`src/rtl/tx_serializer_pkg.sv`:
```
// tx_serializer_pkg: shared TX types and defaults (state enum, default word width, idle line level)
package tx_serializer_pkg;
  typedef enum logic {IDLE = 1'b0, RUN = 1'b1} tx_state_e;
  localparam int TX_DATA_WIDTH = 10;
  localparam logic TX_IDLE_LEVEL = 1'b0;
endpackage

```
`src/rtl/tx_word_clk_gen.sv`:
```
// tx_word_clk_gen: bit counter with word-boundary strobe and registered divide-by-DATA_WIDTH Word_Clk; ports CLK, RST (async low), Run, Boundary, Word_Clk
module tx_word_clk_gen
  import tx_serializer_pkg::*;
#(
  parameter int DATA_WIDTH = TX_DATA_WIDTH
) (
  input  logic CLK,
  input  logic RST,
  input  logic Run,
  output logic Boundary,
  output logic Word_Clk
);
  localparam int CW = $clog2(DATA_WIDTH);
  logic [CW-1:0] bit_cnt;
  assign Boundary = Run && (bit_cnt == CW'(DATA_WIDTH - 1));
  always_ff @(posedge CLK or negedge RST)
    if (!RST) begin
      bit_cnt  <= '0;
      Word_Clk <= 1'b0;
    end else begin
      bit_cnt  <= (Run && !Boundary) ? bit_cnt + 1'b1 : '0;
      Word_Clk <= Run && (bit_cnt < CW'(DATA_WIDTH / 2));
    end
endmodule

```
`src/rtl/tx_serializer.sv`:
```
// tx_serializer: double-buffered LSB-first parallel-to-serial stage; ports CLK, RST (async low), Tx_En, Data_In/Data_Valid/Data_Ready, Serial_Out, Word_Clk, Busy, Underflow
module tx_serializer
  import tx_serializer_pkg::*;
#(
  parameter int   DATA_WIDTH = TX_DATA_WIDTH,
  parameter logic IDLE_LEVEL = TX_IDLE_LEVEL
) (
  input  logic                  CLK,
  input  logic                  RST,
  input  logic                  Tx_En,
  input  logic [DATA_WIDTH-1:0] Data_In,
  input  logic                  Data_Valid,
  output logic                  Data_Ready,
  output logic                  Serial_Out,
  output logic                  Word_Clk,
  output logic                  Busy,
  output logic                  Underflow
);
  tx_state_e state, state_nxt;
  logic [DATA_WIDTH-1:0] hold_reg, shift_reg;
  logic hold_full, boundary, accept, load;
  tx_word_clk_gen #(.DATA_WIDTH(DATA_WIDTH)) u_word_clk (
    .CLK     (CLK),
    .RST     (RST),
    .Run     (Busy),
    .Boundary(boundary),
    .Word_Clk(Word_Clk)
  );
  assign Data_Ready = !hold_full;
  assign Busy = (state == RUN);
  always_comb begin
    accept    = Data_Valid && !hold_full;
    load      = Tx_En && hold_full && (state == IDLE || boundary);
    state_nxt = load ? RUN : boundary ? IDLE : state;
  end
  always_ff @(posedge CLK or negedge RST)
    if (!RST) state <= IDLE;
    else state <= state_nxt;
  always_ff @(posedge CLK or negedge RST)
    if (!RST) begin
      hold_reg   <= '0;
      hold_full  <= 1'b0;
      shift_reg  <= '0;
      Serial_Out <= IDLE_LEVEL;
      Underflow  <= 1'b0;
    end else begin
      if (accept) hold_reg <= Data_In;
      hold_full  <= load ? 1'b0 : (accept || hold_full);
      shift_reg  <= load ? hold_reg : Busy ? shift_reg >> 1 : shift_reg;
      Serial_Out <= Busy ? shift_reg[0] : IDLE_LEVEL;
      Underflow  <= boundary && Tx_En && !hold_full;
    end
endmodule

```
`config.mk`:
```
export PLATFORM = sky130hd
export DESIGN_NAME = tx_serializer
export DESIGN_NICKNAME = d
export VERILOG_FILES = /design/src/rtl/tx_serializer_pkg.sv /design/src/rtl/tx_word_clk_gen.sv /design/src/rtl/tx_serializer.sv
export SDC_FILE = /design/constraint.sdc
export NUM_CORES = 1
export LEC_CHECK = 0
export BUFFER_PORTS_ARGS = -buffer_cell sky130_fd_sc_hd__buf_2
export CAP_MARGIN = 40
export CELL_PAD_IN_SITES_DETAIL_PLACEMENT = 0
export CELL_PAD_IN_SITES_GLOBAL_PLACEMENT = 1
export CORE_MARGIN = 1
export CORE_UTILIZATION = 40
export CTS_CLUSTER_SIZE = 14
export DETAILED_ROUTE_END_ITERATION = 10
export HOLD_SLACK_MARGIN = 0.12
export PLACE_DENSITY_LB_ADDON = 0.2
export SLEW_MARGIN = 5
export SYNTH_ARGS = -nofsm -noshare
export SYNTH_HDL_FRONTEND = slang
export SYNTH_SLANG_ARGS = --single-unit
```
`constraint.sdc`:
```
create_clock -name CLK -period 1.6 [get_ports CLK]
set_input_delay 0.32 -clock CLK [delete_from_list [all_inputs] [get_ports CLK]]
set_output_delay 0.32 -clock CLK [all_outputs]
set_load 0.02 [all_outputs]
```
==> run summary, run 1 <==
First-pass GRT wire length = 3420 um
Final worst-path cycle share = 94.2%
CP Launch Point = u_word_clk.bit_cnt[1]
Post-synthesis cell type count = 26
Hold/Removal Path Class = input pin to flop
Fin util = 50.7%
Worst Path Max Fanout = 9
Share of layout cells above drive strength 1 = 36.4%
Status = finished, violations left
Worst setup SP type = flop
VDD IR max = 0.695 mV
Avg Cell Area, Syn = 13.4 um2
Final #Nets = 134
Clock slew at reported path FFs = 100 ps
Worst Path Required = 1820 ps
Total number of vias = 791
Num rows = 19
Worst setup path category = flop to flop
TritonCTS clock tree = built
Wire length per cell = 13.8 um
R2r endpoint = shift_reg[2]
Mapped Area = 1210 um2
P per Cell Area = 1740 nW/um2
GR Util All Layers = 15.0%
Clock root buffer = clkbuf_4
Crit end category = flop
Slew headroom = 58.8%
Slew Limit Fails = 0
Number of antenna violations at the first check in global routing = 0
Syn Nets = 107
Met2 Use GR = 20.3%
Total Neg Setup Slack = 0 ps
Final setup violation count = 0
Sequential area share after synthesis = 60.0%
WL final = 2060 um
N_diodes = 0
Final number of hold-violating endpoints = 0
Die X = 57.0 um
Number of synthesis warnings = 0
RSZ-0062 raised after global routing = false
Largest net degree at the start of global routing = 30
Die height = 57.0 um
Leak = 0.000721 uW
Vias/cell = 5.31
Worst Setup EP = shift_reg[2]
Final Power = 2470 uW
Post-Syn Instances = 90
Fin crit period = 1510 ps
GP Congestion = 0.682
Die area = 3250 um2
Initial core utilization = 43.1%
Failing checks = design-rule violations
CTS Sinks = 29
Yosys reg bits = 29
Reg2reg path depth = 5
PortBufs = 18
Met1 Track Usage GR = 19.0%
Total grt overflow = 0
ANT nets after route = 0
GR peak layer = met2
Most frequent cells in the layout = dfrtp_1 (29), buf_2 (18), and2_1 (10), mux2_2 (9), a221o_1 (9)
Clock Latency Late Sink = 330 ps
Starting DRC count in detailed routing = 19
R2R Path Start = u_word_clk.bit_cnt[1]
IO Pins = 19
Crit path DAT = 1730 ps
Max Root-Sink Buffers = 2
Pre-antenna DRT Iters = 6
MaxCap Viol Count = 0
DRC viols = 4
Core ar. = 2810 um2
Max frequency = 664 MHz
GR Util met3 = 7.48%
Hold_sp = Data_Valid
Num CTS Buffers = 5
Clk_skew = 12.0 ps
Area grow syn2layout = 17.5%
Worst-Margin Slew = 618 ps
H-tree Lvls = 2
Post-CTS Setup Inserts = 0
Flop2flop setup slack = 90 ps
Commonest non-fill, non-tap cell in the layout = dfrtp_1
Vias in the first global route = 726
==> layout make-up <==
class | instances | area [um2]
clock buffer | 5 | 37.5
clock inverter | 3 | 17.5
fill | 270 | 1380
inverter | 3 | 11.3
multi-input combinational | 55 | 460
sequential | 29 | 726
tap | 31 | 38.8
timing repair buffer | 23 | 130
==> worst max-delay path, cell delays in order, from the launching register on <==
cell and delay [ps]:
dfrtp_1 410, inv_1 90, ha_1 210, nand3b_4 120
o21a_4 270, a221o_1 300
==> where the power goes <==
part	internal, uW	leakage, uW	total, uW	switching [uW]
Sequential	1040	0.000361	1240	207
Clock	165	0.0000310	431	265
Combinational	431	0.000329	796	365
Total	1630	0.000721	2470	837
==> timing repair <==
| item | 4_1_cts | 5_1_grt |
|---|---|---|
| setup endpoints to repair | 0 | 9 |
| resized for setup | 0 | 2 |
| hold endpoints to repair | 29 | 0 |
| hold buffers | 1 | 0 |
==> routing by layer <==
layer / wire length (um) / part of all wire, % / vias up
met3: 113 / 5.5 / 6
met1: 974 / 47 / 390
met5: 0 / 0 / -
li1: - / - / 375
met4: 58 / 2.8 / 0
met2: 915 / 44 / 20
==> metrics by stage <==
stage	std cells	instance area, um2	hold slack (ps)	worst slack [ps]
4_1_cts	149	1410	192	30.7
5_1_grt	149	1420	180	24.1
3_3_place_gp	140	1350	378	109
2_1_floorplan	90	1210	24.4	159
6_report	149	1420	198	93.3
3_5_place_dp	140	1350	374	44.3
==> how the worst min path moves through the flow <==
stage                            end  slack (ps)  cells past startpoint
3_5_place_dp   u_word_clk.bit_cnt[2]         370                      1
5_1_grt                  hold_reg[3]         180                      2
6_report                   hold_full         200                      3
2_1_floorplan                   Busy          20                      0
3_3_place_gp     u_word_clk.Word_Clk         380                      1
4_1_cts                    hold_full         190                      3
==> Yosys cell counts <==
cell / instances / area (um2)
xnor2_1: 1 / 8.76
a41o_1: 1 / 10.0
ha_1: 3 / 37.5
nand3b_4: 1 / 20.0
and2_1: 10 / 62.6
o21a_1: 1 / 7.51
nor2_1: 5 / 18.8
nor3_1: 1 / 5.00
nand3_1: 1 / 5.00
nand2_2: 1 / 6.26
a221o_1: 9 / 90.1
buf_2: 1 / 5.00
a21oi_1: 1 / 5.00
xor2_1: 1 / 8.76
and3b_1: 1 / 8.76
dfrtp_1: 29 / 726
inv_1: 3 / 11.3
nor2b_1: 2 / 12.5
a21oi_2: 1 / 8.76
buf_6: 1 / 11.3
mux2_1: 1 / 11.3
and3_1: 1 / 6.26
mux2_2: 9 / 101
nor3b_1: 1 / 7.51
clkbuf_1: 1 / 3.75
nand2_1: 3 / 11.3
==> cell families after synthesis <==
group | count (synthesis) | share of synthesized area (%)
AO/OA/AOI/OAI | 13 | 10.0
flip-flops | 29 | 60.0
XOR/XNOR | 2 | 1.45
multiplexers | 10 | 9.31
buffers and inverters | 6 | 2.58
adder cells (fa/ha/maj) | 3 | 3.10
AND/OR/NAND/NOR | 27 | 13.5
(Power assumes the default switching activity.)
==> run 2: changes to the inputs <==
--- a/config.mk
+++ b/config.mk
@@ -10,7 +10,7 @@
 export CELL_PAD_IN_SITES_DETAIL_PLACEMENT = 0
 export CELL_PAD_IN_SITES_GLOBAL_PLACEMENT = 1
 export CORE_MARGIN = 1
-export CORE_UTILIZATION = 40
+export CORE_UTILIZATION = 39
 export CTS_CLUSTER_SIZE = 14
 export DETAILED_ROUTE_END_ITERATION = 10
 export HOLD_SLACK_MARGIN = 0.12
@@ -18,4 +18,5 @@
 export SLEW_MARGIN = 5
 export SYNTH_ARGS = -nofsm -noshare
 export SYNTH_HDL_FRONTEND = slang
+export SYNTH_HIERARCHICAL = 1
 export SYNTH_SLANG_ARGS = --single-unit
==> constraint.sdc (replaced) <==
create_clock -name CLK -period 1.2 [get_ports CLK]
set_input_delay 0.24 -clock CLK [delete_from_list [all_inputs] [get_ports CLK]]
set_output_delay 0.24 -clock CLK [all_outputs]
set_load 0.02 [all_outputs]
==> run 2 against run 1 <==
Effect of this change:
- the run ends with negative setup slack left
- wire length up 49%
- first-iteration DRC count up 79%
- utilization up 11 points
- setup slack worse by 540 ps
- synthesized cell count up 17%
- sequential power up 31%
- sequential share of layout area down 13 points
- clock power up 29%
- die area up 6.5%
- global-route usage up 4.5 points
- combinational power up 130%
- critical path type unchanged
==> run summary, run 2 <==
Final setup violation count = 25 (+25)
Slew Limit Fails = 0 (unchanged)
Post-synthesis cell type count = 24 (-7.7%)
Fin util = 61.9% (+11 points)
Area contributors post-synth = dfrtp_1 (58%), mux2_2 (8.9%), a221o_1 (7.2%), nand2_1 (4.2%), a21oi_1 (3.6%)
Failing checks = negative setup slack
Worst setup SP type = flop
Sequential Power Share = 40.6% (-9.7 points)
Starting DRC count in detailed routing = 34 (+15)
Core ar. = 3050 um2 (+8.8%)
Gate power share = 45.5% (+13 points)
Pre-antenna DRT Iters = 4 (-2)
Clock Latency Late Sink = 330 ps (about the same)
Avg Cell Area, Syn = 12.0 um2 (-11%)
Commonest cells in the netlist = dfrtp_1 (29), nand2_1 (14), mux2_2 (10)
Total grt overflow = 0 (unchanged)
RSZ-0062 raised after global routing = true
Worst-Margin Slew = 334 ps (-284 ps)
N_diodes = 0 (unchanged)
P per Cell Area = 2120 nW/um2 (+22%)
Syn Nets = 122 (+14%)
Largest net degree at the start of global routing = 17 (-43%)
Clk_skew = 16.3 ps (+4.33 ps)
Leak = 0.000918 uW (+27%)
Int Pwr = 2680 uW (+64%)
Synth area leader = dfrtp_1
Worst setup path category = flop to flop
Worst Path Max Fanout = 6 (-3)
Share of layout cells above drive strength 1 = 52.8% (+16 points)
Post-DP HPWL = 1650 um
Crit path setup slack, layout = -447 ps (-541 ps)
GR Util All Layers = 19.5% (+4.5 points)
H-tree Lvls = 2 (unchanged)
Most common flop cell mapped by yosys = dfrtp_1
VDD IR max = 0.916 mV (+32%)
GP Congestion = 0.741 (+8.7%)
Yosys top cell area share = 57.7% (-2.3 points)
Crit path DAT = 1850 ps (+120 ps)
Fin crit period = 1650 ps (+141 ps)
Worst Path Required = 1400 ps (-420 ps)
Sequential area share after synthesis = 57.7% (-2.3 points)
Most frequent cells in the layout = dfrtp_1 (29), buf_4 (19), buf_2 (16), nand2_1 (13), mux2_4 (10)
First-pass GRT wire length = 4870 um (+43%)
Die X = 58.8 um (+3.2%)
Clock root buffer = clkbuf_4
CTS Sinks = 29 (unchanged)
WL final = 3080 um (+49%)
CP Launch Point = u_word_clk/bit_cnt[0]
Crit end category = flop
PortBufs = 18 (unchanged)
Vias in the first global route = 1064 (+47%)
Num CTS Buffers = 5 (unchanged)
Initial core utilization = 41.2% (-1.9 points)
Wire length per cell = 15.2 um (+9.6%)
Final worst-path cycle share = 137% (+43 points)
Max frequency = 607 MHz (-8.5%)
Commonest non-fill, non-tap cell in the layout = dfrtp_1
Die area = 3460 um2 (+6.5%)
DRC viols = 0 (-4)
Clock slew at reported path FFs = 100 ps (about the same)
Area grow syn2layout = 50.2%
Mapped Area = 1260 um2 (+4.0%)
IO Pins = 19 (unchanged)
Num rows = 20 (+1)
Total number of vias = 1026 (+30%)
Clk network pwr share = 13.9% (-3.5 points)
Async set-reset flop share out of synthesis = 100% (unchanged)
Vias/cell = 5.05 (-4.8%)
Switching fraction of total power = 33.1% (-0.80 points)
Yosys reg bits = 29 (unchanged)
MaxCap Viol Count = 0 (unchanged)
Hold_sp = Data_In[8]
Setup WS pre-CTS = -500 ps (-545 ps)
Max Root-Sink Buffers = 2 (unchanged)
ANT nets after route = 0 (unchanged)
Post-Syn Instances = 105 (+17%)
Number of antenna violations at the first check in global routing = 0 (unchanged)
Switching power = 1320 uW (+58%)
TritonCTS clock tree = built
Final #Nets = 175 (+31%)
Final number of hold-violating endpoints = 0 (unchanged)
Hold/Removal Path Class = input pin to flop
Most common cell in the netlist = dfrtp_1
R2R Path Start = u_word_clk/bit_cnt[0]
EDFF count, synth = 0 (unchanged)
Number of synthesis warnings = 6 (+6)
WHS = 133 ps (-64.5 ps)
Status = finished, violations left
Slew headroom = 77.7% (+19 points)
Die height = 58.8 um (+3.2%)
[run 2: worst paths after layout]
kind | to | slack (ps) | cells after the start
max in group asynchronous | shift_reg[9] | 460 | 3
hold / removal | hold_reg[8] | 130 | 2
setup reg to reg | shift_reg[1] | -450 | 7
hold reg to reg | shift_reg[9] | 520 | 1
min in group asynchronous | shift_reg[5] | 330 | 2
setup / recovery | shift_reg[1] | -450 | 7
[run 2: timing repair]
item / 4_1_cts / 5_1_grt
setup buffers: 12 / 6
gates cloned: 2 / 0
setup endpoints to repair: 25 / 28
gates resized for setup: 32 / 9
hold buffers: 1 / 0
hold endpoints to repair: 29 / 0
pin swaps: 6 / 3
[run 2: area by class of cell]
cell class                      count  area, um2
Multi-Input combinational cell     69        608
Sequential cell                    29        726
Clock buffer                        6       41.3
Clock inverter                      2       10.0
Fill cell                         269       1160
Inverter                            3       13.8
Timing Repair Buffer               50        437
Tap cell                           44       55.1
[run 2: logic make-up (layout without fill, tap and decap cells)]
kind of cell / after synthesis / count (layout) / share of synthesized area [%]
flops: 29 / 29 / 57.7
simple gates: 34 / 35 / 14.3
fa+ha+maj: 3 / 3 / 2.98
buf+inv: 8 / 61 / 3.38
compound gates: 21 / 21 / 12.7
mux: 10 / 10 / 8.95
[run 2: per-layer routing]
| layer | part of all wire [%] | vias to the layer above | GRT usage (%) |
|---|---|---|---|
| met2 | 48 | 25 | 29.7 |
| met3 | 3.9 | 6 | 5.71 |
| li1 | - | 477 | - |
| met5 | 0 | - | 0 |
| met4 | 1.4 | 0 | 8.84 |
| met1 | 46 | 518 | 25.8 |
[run 2: power groups by stage]
stage / sequential, uW / combinational (uW) / clock, uW
after floorplan: 1620 / 762 / 0
after global placement: 1590 / 1240 / 0
after detailed placement: 1590 / 1280 / 0
after CTS: 1600 / 1660 / 568
after global routing: 1670 / 1980 / 615
final: 1620 / 1820 / 556
[run 2: critical path, stage by stage, from the launching register on]
cell and delay [ps]:
dfrtp_1 420, ha_4 180, nand2_4 60, nor2_4 40, and2_4 150, nand2b_4 160
and2_4 190, a221o_1 320
[run 2: metrics by stage]
stage | instance area [um2] | cells | total power, uW | setup TNS, ps
2_1_floorplan | 1280 | 105 | 2380 | -5010
3_3_place_gp | 1540 | 177 | 2820 | -4390
3_5_place_dp | 1540 | 177 | 2870 | -5240
4_1_cts | 1820 | 199 | 3830 | -5060
5_1_grt | 1890 | 203 | 4260 | -6910
6_report | 1890 | 203 | 4000 | -5520
